===== src/rtl/fetch_queue_unit.sv =====
// -----------------------------------------------------------------------------
// fetch_queue_unit
//   Instruction-fetch front end. Holds the fetch PC and requests whole lines
//   from the instruction cache. It keeps the most recent line in a one-line
//   buffer and takes one instruction per cycle from it. Each instruction is
//   queued with its PC in a small FIFO that decode drains through a
//   valid/ready handshake. A branch redirect flushes the queue and the line
//   buffer. A response that was still in flight on the squashed path is
//   dropped.
//
// Ports
//   clock              : system clock
//   reset              : synchronous, active-low reset
//   boot_addr          : PC loaded while reset is low
//   take_branch        : one-cycle redirect strobe, wins over all other actions
//   branch_pc          : redirect target (instruction aligned)
//   stall_fetch        : blocks new icache requests and line-buffer pushes
//   icache_req_valid   : line request valid (combinational from state and pc)
//   icache_req_addr    : line-aligned request address
//   icache_req_ready   : icache accepts the request
//   icache_rsp_valid   : one-cycle line response strobe
//   icache_rsp_data    : line data, instruction i at [i*INSTR_WIDTH +: INSTR_WIDTH]
//   decode_instr_valid : queue head valid
//   decode_instr_data  : queue head instruction (zero when not valid)
//   decode_instr_pc    : queue head PC (zero when not valid)
//   decode_ready       : decode pops the head when valid & ready
// -----------------------------------------------------------------------------
module fetch_queue_unit #(
  parameter int PC_WIDTH    = 32,
  parameter int INSTR_WIDTH = 32,
  parameter int LINE_WIDTH  = 128,
  parameter int FQ_DEPTH    = 4
) (
  input  logic                   clock,
  input  logic                   reset,
  input  logic [PC_WIDTH-1:0]    boot_addr,
  input  logic                   take_branch,
  input  logic [PC_WIDTH-1:0]    branch_pc,
  input  logic                   stall_fetch,
  output logic                   icache_req_valid,
  output logic [PC_WIDTH-1:0]    icache_req_addr,
  input  logic                   icache_req_ready,
  input  logic                   icache_rsp_valid,
  input  logic [LINE_WIDTH-1:0]  icache_rsp_data,
  output logic                   decode_instr_valid,
  output logic [INSTR_WIDTH-1:0] decode_instr_data,
  output logic [PC_WIDTH-1:0]    decode_instr_pc,
  input  logic                   decode_ready
);

  localparam int INSTR_BYTES = INSTR_WIDTH / 8;
  localparam int IPL         = LINE_WIDTH / INSTR_WIDTH;
  localparam int OFF         = $clog2(LINE_WIDTH / 8);
  localparam int IOFF        = $clog2(INSTR_BYTES);
  localparam int IDX_W       = $clog2(IPL);
  localparam int TAG_W       = PC_WIDTH - OFF;
  localparam int PTR_W       = $clog2(FQ_DEPTH);
  localparam int CNT_W       = PTR_W + 1;

  typedef enum logic [1:0] {
    S_REQ   = 2'd0,
    S_WAIT  = 2'd1,
    S_DRAIN = 2'd2
  } state_t;

  // Select instruction slot idx out of a cache line.
  function automatic logic [INSTR_WIDTH-1:0] pick_instr(
    input logic [LINE_WIDTH-1:0] line,
    input logic [IDX_W-1:0]      idx
  );
    pick_instr = line[int'(idx) * INSTR_WIDTH +: INSTR_WIDTH];
  endfunction

  // Control state
  state_t              r_state;
  logic [PC_WIDTH-1:0] r_pc;
  logic [CNT_W-1:0]    r_count;
  logic [PTR_W-1:0]    r_rd_ptr;
  logic [PTR_W-1:0]    r_wr_ptr;
  logic                r_lb_valid;

  // Data storage (no reset: qualified by r_lb_valid / r_count)
  logic [LINE_WIDTH-1:0]  r_lb_line;
  logic [TAG_W-1:0]       r_lb_tag;
  logic [INSTR_WIDTH-1:0] r_fq_data [FQ_DEPTH];
  logic [PC_WIDTH-1:0]    r_fq_pc   [FQ_DEPTH];

  logic [TAG_W-1:0]       w_tag;
  logic [IDX_W-1:0]       w_index;
  logic                   w_hit;
  logic                   w_space;
  logic                   w_req_valid;
  logic                   w_req_fire;
  logic                   w_lb_push;
  logic                   w_rsp_push;
  logic                   w_push;
  logic                   w_pop;
  logic [INSTR_WIDTH-1:0] w_push_data;

  assign w_tag   = r_pc[PC_WIDTH-1:OFF];
  assign w_index = r_pc[OFF-1:IOFF];
  assign w_hit   = r_lb_valid && (r_lb_tag == w_tag);
  // Space is judged on the registered count only: a pop in the same cycle
  // does not open a slot for a push.
  assign w_space = (r_count < CNT_W'(FQ_DEPTH));

  // The request is gated by reset so nothing is offered while held in reset.
  assign w_req_valid = reset && (r_state == S_REQ) && !w_hit && !stall_fetch && w_space;
  assign w_req_fire  = w_req_valid && icache_req_ready;

  assign w_lb_push  = (r_state == S_REQ) && w_hit && !stall_fetch && w_space;
  // The slot for a response was reserved when the request was issued, so
  // neither space nor stall_fetch are re-checked here.
  assign w_rsp_push = (r_state == S_WAIT) && icache_rsp_valid;
  assign w_push     = !take_branch && (w_lb_push || w_rsp_push);
  assign w_pop      = (r_count != '0) && decode_ready && !take_branch;

  assign w_push_data = w_rsp_push ? pick_instr(icache_rsp_data, w_index)
                                  : pick_instr(r_lb_line, w_index);

  assign icache_req_valid = w_req_valid;
  assign icache_req_addr  = {w_tag, {OFF{1'b0}}};

  assign decode_instr_valid = (r_count != '0);
  assign decode_instr_data  = decode_instr_valid ? r_fq_data[r_rd_ptr] : '0;
  assign decode_instr_pc    = decode_instr_valid ? r_fq_pc[r_rd_ptr]   : '0;

  // FSM, PC and queue bookkeeping
  always_ff @(posedge clock) begin
    if (!reset) begin
      r_state    <= S_REQ;
      r_pc       <= boot_addr;
      r_count    <= '0;
      r_rd_ptr   <= '0;
      r_wr_ptr   <= '0;
      r_lb_valid <= 1'b0;
    end else if (take_branch) begin
      r_pc       <= branch_pc;
      r_count    <= '0;
      r_rd_ptr   <= '0;
      r_wr_ptr   <= '0;
      r_lb_valid <= 1'b0;
      case (r_state)
        // A request accepted this very cycle belongs to the old path.
        S_REQ:   r_state <= w_req_fire ? S_DRAIN : S_REQ;
        // A response arriving with the redirect is simply dropped.
        S_WAIT:  r_state <= icache_rsp_valid ? S_REQ : S_DRAIN;
        // The awaited stale response still retires the drain if it lands now.
        S_DRAIN: r_state <= icache_rsp_valid ? S_REQ : S_DRAIN;
        default: r_state <= S_REQ;
      endcase
    end else begin
      if (w_push) begin
        r_pc     <= r_pc + PC_WIDTH'(INSTR_BYTES);
        r_wr_ptr <= r_wr_ptr + PTR_W'(1);
      end
      if (w_pop) begin
        r_rd_ptr <= r_rd_ptr + PTR_W'(1);
      end
      case ({w_push, w_pop})
        2'b10:   r_count <= r_count + CNT_W'(1);
        2'b01:   r_count <= r_count - CNT_W'(1);
        default: r_count <= r_count;
      endcase
      if (w_rsp_push) begin
        r_lb_valid <= 1'b1;
      end
      case (r_state)
        S_REQ:   if (w_req_fire) r_state <= S_WAIT;
        S_WAIT:  if (icache_rsp_valid) r_state <= S_REQ;
        S_DRAIN: if (icache_rsp_valid) r_state <= S_REQ;
        default: r_state <= S_REQ;
      endcase
    end
  end

  // Line buffer and queue storage
  always_ff @(posedge clock) begin
    if (w_rsp_push && !take_branch) begin
      r_lb_line <= icache_rsp_data;
      r_lb_tag  <= w_tag;
    end
    if (reset && w_push) begin
      r_fq_data[r_wr_ptr] <= w_push_data;
      r_fq_pc[r_wr_ptr]   <= r_pc;
    end
  end

endmodule


===== config.mk =====
export PLATFORM = sky130hd
export DESIGN_NAME = fetch_queue_unit
export DESIGN_NICKNAME = d
export VERILOG_FILES = /design/src/rtl/fetch_queue_unit.sv
export SDC_FILE = /design/constraint.sdc
export NUM_CORES = 1
export LEC_CHECK = 0
export BUFFER_PORTS_ARGS = -buffer_cell sky130_fd_sc_hd__buf_2
export CORE_MARGIN = 5
export CORE_UTILIZATION = 25
export CTS_BUF_LIST = sky130_fd_sc_hd__clkbuf_4
export DETAILED_ROUTE_END_ITERATION = 10
export PLACE_DENSITY_LB_ADDON = 0.08
export SYNTH_ARGS = -nofsm -noshare
export SYNTH_HDL_FRONTEND = slang
export SYNTH_SLANG_ARGS = --single-unit

===== constraint.sdc =====
create_clock -name clock -period 21.2 [get_ports clock]
set_clock_uncertainty 0.05 [all_clocks]
set_input_delay 1.06 -clock clock [delete_from_list [all_inputs] [get_ports clock]]
set_output_delay 1.06 -clock clock [all_outputs]
set_load 0.01 [all_outputs]

---- Yosys cells after proc, flatten, opt, wreduce, memory -nomap -nowiden ----
Memory sizes are Yosys's and may differ from the RTL's. A register that Yosys moved wholly into a read port is not among the register bits.
Cells that the tools add are included.
W data, S select, Z words.
cells by class
  add/sub/neg operators ................... 5
  multiply operators ...................... 0
  div/mod/pow operators ................... 0
  order comparisons ....................... 1
  equal/unequal tests ..................... 8
  shifts and indexed selects .............. 2
  mux-type cells .......................... 20
  bitwise logic cells ..................... 1
  reductions and logical operators ........ 25
operators with widths
  cell                     count
  $shiftx A128 B8 Y32      2
  $mux W32                 6
  $add A32 B3 Y32 const B  1
  $eq A28 B28 Y1           1
  $mux W2                  9
  $logic_and A1 B1 Y1      15
  $pmux W2 S2              2
  $ne A3 B1 Y1 const B     2
  $pmux W3 S2              1
  $add A2 B1 Y2 const B    2
  $eq A2 B1 Y1 const B     2
  $eq A2 B2 Y1 const B     2
  $reduce_or A2 Y1         2
  $add A3 B1 Y3 const B    1
  $logic_not A1 Y1         3
  $lt A3 B3 Y1 const B     1
  $ne A3 B3 Y1 const B     1
  $reduce_bool A3 Y1       1
  $sub A3 B1 Y3 const B    1
  $logic_not A2 Y1         1
  $mux W1                  2
  $reduce_and A2 Y1        1
  $reduce_bool A2 Y1       1
  $logic_or A1 B1 Y1       1
  $not A1 Y1               1
word-level totals
  bits in registers ....................... 198
  bits in latches ......................... 0
  bits in writable memories ............... 256
  memory bits (read-only) ................. 0
  input bits .............................. 199
  output and inout port bits .............. 98
  word-level logic and storage cells ...... 72
  memories ................................ 2
memories
  name       words  width  rd ports  clocked after Yosys merged registers in  wr ports  line  RTL
  r_fq_data  4      32     1         1                                        1         85    logic [INSTR_WIDTH-1:0] r_fq_data [FQ_DEPTH];
  r_fq_pc    4      32     1         1                                        1         86    logic [PC_WIDTH-1:0] r_fq_pc [FQ_DEPTH];

---- Depth between registers and ports, before layout ----
  depth after elaboration ................. 10
  mapped depth ............................ 14
  gate-level depth less buffers ........... 13

---- Worst setup path after synthesis ----
Ideal clock, no wire load.
  kind .................................... input port to flip-flop
  start point ............................. in icache_rsp_valid
  end point ............................... mem r_fq_data[0][0], enable pin
  library setup time ...................... 0.429 ns
  arrival time ............................ 8.112 ns
  data required time ...................... 20.721 ns
  setup slack ............................. 12.609 ns
  stages on the path ...................... 6
  buffers on the path ..................... 2
  path through ............................ and2_0 > buf_2 > and2_0 > clkbuf_1 > or2_2 > and3_1
on the way
  word-level cells in the longest chain between the ends .. 6
RTL lines
  item                           line  RTL
  start, declared                43    input logic icache_rsp_valid,
  $logic_and A1 B1 Y1            114   assign w_rsp_push = (r_state == S_WAIT) && icache_rsp_valid;
  $logic_or A1 B1 Y1             115   assign w_push = !take_branch && (w_lb_push || w_rsp_push);
  $logic_and A1 B1 Y1            115
  $logic_and A1 B1 Y1            183   if (reset && w_push) begin
  $mux W1                        183
  $mux W1 (not written as such)  184   r_fq_data[r_wr_ptr] <= w_push_data;
  end, declared                  85
Every way passes these cells.

==> impl_results.md <==
- Final Wtd Congestion: 0.6957
- Synthesized area: 19560 sq um
- Hold Vio Cnt, Final: 0
- # DRC: 0
- Worst-path cell chain: buf_4 > mux4_2 > and2_1 > buf_2
- Gate Count Post-Synth: 1062
- Max IR drop VDD: 0.00003453 V
- Initial antenna violation count: 4
- CP max-delay cell: buf_4
- Ratio of cells with drive above 1 in the final layout: 45.82%
- Total number of yosys warnings: 0
- Total gr overflow: 0
- Die Area: 83930 sq um
- Core box area: 77470 sq um
- Power density of the placed cells: 82.96 nW/um^2
- Synth Flop Type: edfxtp_1
- Register area share after synthesis: 69.40%
- Fin. max-slew vios: 0
- Clock sink count: 456
- Final worst-path cycle share: 21.87%
- Area leader, netlist: edfxtp_1
- Initial core utilization: 25.25%
- Crit path launch type: flop
- Setup TNS: 0 ps
- Die W: 289.7 um
- R2R Path Start: r_pc[12]
- Worst Hold Class: input pin to flop
- Top Family by Delay on Critical Path: buffers and inverters
- Post-CTS Setup Inserts: 0
- P&R area growth vs syn: 21.39%
- Clk buf depth: 3
- Post-CTS resize count: 0
- Clock root cell: clkbuf_4
- Fillers: 7837
- TritonCTS buffer count: 134
- Final net count: 1635
- Most numerous cell in the Yosys netlist: edfxtp_1
- Crit Path Class: flop to primary output
- Average wire per standard cell: 22.26 um
- Synth Register Bits: 456
- CP required: 20090 ps
- Async SR Flop Fraction: 0%
- Worst path max stage delay: 830 ps
- RSZ-0062 raised after global routing: false
- PortBufs: 292
- Largest net degree at the start of global routing: 70
- WP data arrival: 3530 ps
- Worst Min Path Start: icache_rsp_data[82]
- Ports: 297
- Post-route minimum period: 4636 ps
- Slew margin rel.: 26.67%
- Vias: 11190
- Clock-pin slew of the registers on the worst-case setup and hold paths: 70 ps
- Total power: 1.970 mW
- Post-Route WL: 57.15 mm
- Fmax: 0.2157 GHz
- Yosys top cell area share: 68.17%
- Clk_lat worst skew: 900 ps
- Finished Layout Cells: 2567
- DR vias/cell: 4.359
- Critical Path End Type: primary output
- Final setup violation count: 0
- CTS H-tree lvls: 4
- Max_cap viols: 0
- Switching share of total power: 23.45%
- TritonRoute pass-1 iters: 5
- Worst-path maximum fanout: 43
- DRT iter0 DRCs: 601
- Yosys cell types: 45
- Power share of the sequential group: 52.3%
- Post-synth EDFFs: 444
- Top cells by count, synth: edfxtp_1 (444), mux4_2 (128), and2_1 (65), clkbuf_1 (38), mux2_2 (38)
- Top cells by area, synth: edfxtp_1 (68%), mux4_2 (15%), mux2_2 (2.2%), and2_1 (2.1%), xor2_1 (1.5%)
- Vias in the first global route: 12220
- Internal power: 1.508 mW
- Global Route Usage Sum: 13.66%
- Clock network power share: 41.9%
- Logic pwr share: 5.7%
- Rows: 102
- Global-route wire length before repair: 82.91 mm
- Slew @ Worst Pin: 1100 ps
- DIE HEIGHT: 289.7 um
- ANT nets after route: 0
- Leakage: 8.193 nW
- CP bufs+invs: 2
- Cells after DPL: 2330
- CTS tree: built
- Hpwl dp: 36.21 mm
- Synth Area per Inst: 18.42 sq um
- Outcome: finished, final reports clean
- P_sw: 0.4618 mW
- Post-CTS Hold Fix Bufs: 0
## worst paths after layout
kind / to / slack, ps / cells after the start
max reg2reg: r_fq_pc[0][28] / 17140 / 7
min: r_lb_line[82] / 300 / 1
min reg2reg: r_lb_valid / 420 / 1
max: decode_instr_data[23] / 16560 / 4
## placed cells by master, fill, tap and decap left out, types with 3 or more instances in the layout
cell type / instances
nand2b_1: 4
and4_1: 3
clkinv_1: 26
conb_1: 4
mux4_2: 128
buf_4: 21
nor3_1: 5
mux2_2: 38
nand3_1: 14
or3_1: 4
bufinv_16: 3
inv_1: 23
nand2_1: 18
diode_2: 8
inv_2: 5
nand4_1: 13
nor2b_1: 22
xor2_1: 33
a221o_1: 3
xnor2_1: 17
and2_1: 65
a21oi_1: 22
and3_4: 4
buf_2: 292
edfxtp_1: 444
o21ai_0: 32
and3_1: 7
nor2_1: 22
o22ai_1: 8
ha_1: 9
nor4_1: 3
dfxtp_1: 10
clkbuf_4: 192
## flip-flops by register name, summed over array words and instances, names as in the netlist, named ones only
| name | count |
|---|---|
| r_count | 3 |
| r_fq_data | 128 |
| r_fq_pc | 128 |
| r_lb_line | 128 |
| r_lb_tag | 28 |
| r_lb_valid | 1 |
| r_pc | 32 |
| r_rd_ptr | 2 |
| r_state | 2 |
| r_wr_ptr | 2 |
## power by group through the flow
stage	clock, mW	sequential (mW)	combinational, mW
floorplan	0	1.04	0.0652
global placement	0	1.05	0.115
detailed placement	0	1.05	0.115
CTS	0.877	1.03	0.116
global route	0.928	1.03	0.124
finish	0.826	1.03	0.113
## worst register-to-register path: stages, from the launching register on
cell and delay [ps]:
edfxtp_1 630, xor2_1 240, nor4_1 580, nand4_1 190, nor4_2 450, or2_2 260
and3_4 510, buf_4 720
## metal layers
layer / vias to the layer above / part of all wire [%] / global-route usage, %
li1: 5012 / - / -
met1: 5757 / 44 / 17.59
met2: 319 / 49 / 22.12
met3: 101 / 5.2 / 4.110
met4: 0 / 2.3 / 4.599
met5: - / 0 / 0
## final cells by class
cell class / instances / area (sq um) / share of cell area, %
Multi-Input combinational cell: 498 / 5470 / 23.04
Sequential cell: 456 / 13580 / 57.20
Clock buffer: 192 / 1441 / 6.071
Clock inverter: 37 / 224.0 / 0.9433
Timing Repair Buffer: 313 / 1619 / 6.819
Inverter: 23 / 86.33 / 0.3636
Tap cell: 1040 / 1301 / 5.481
Antenna cell: 8 / 20.02 / 0.08432
## logic make-up after synthesis
logic type	after synthesis	synth area share (%)
adder cells (fa/ha/maj)	10	0.6781
other	1	0.01917
flip-flops	456	69.40
AND/OR/NAND/NOR	195	5.777
multiplexers	167	16.98
AO/OA/AOI/OAI	72	2.086
buffers and inverters	111	2.828
XOR/XNOR	50	2.239
## per-stage QoR
stage                     utilization, %  hold WS (ps)  area (sq um)  setup WS (ps)
after global placement             28.47         408.3         22060          16770
after detailed placement           28.47         406.4         22060          16780
after global routing               30.64         122.3         23730          16110
after CTS                          30.62         107.7         23720          16240
after floorplan                        -         390.4         19570          12610
final                              30.65         300.4         23740          16560
No activity file was read; power rests on OpenSTA's default activity.
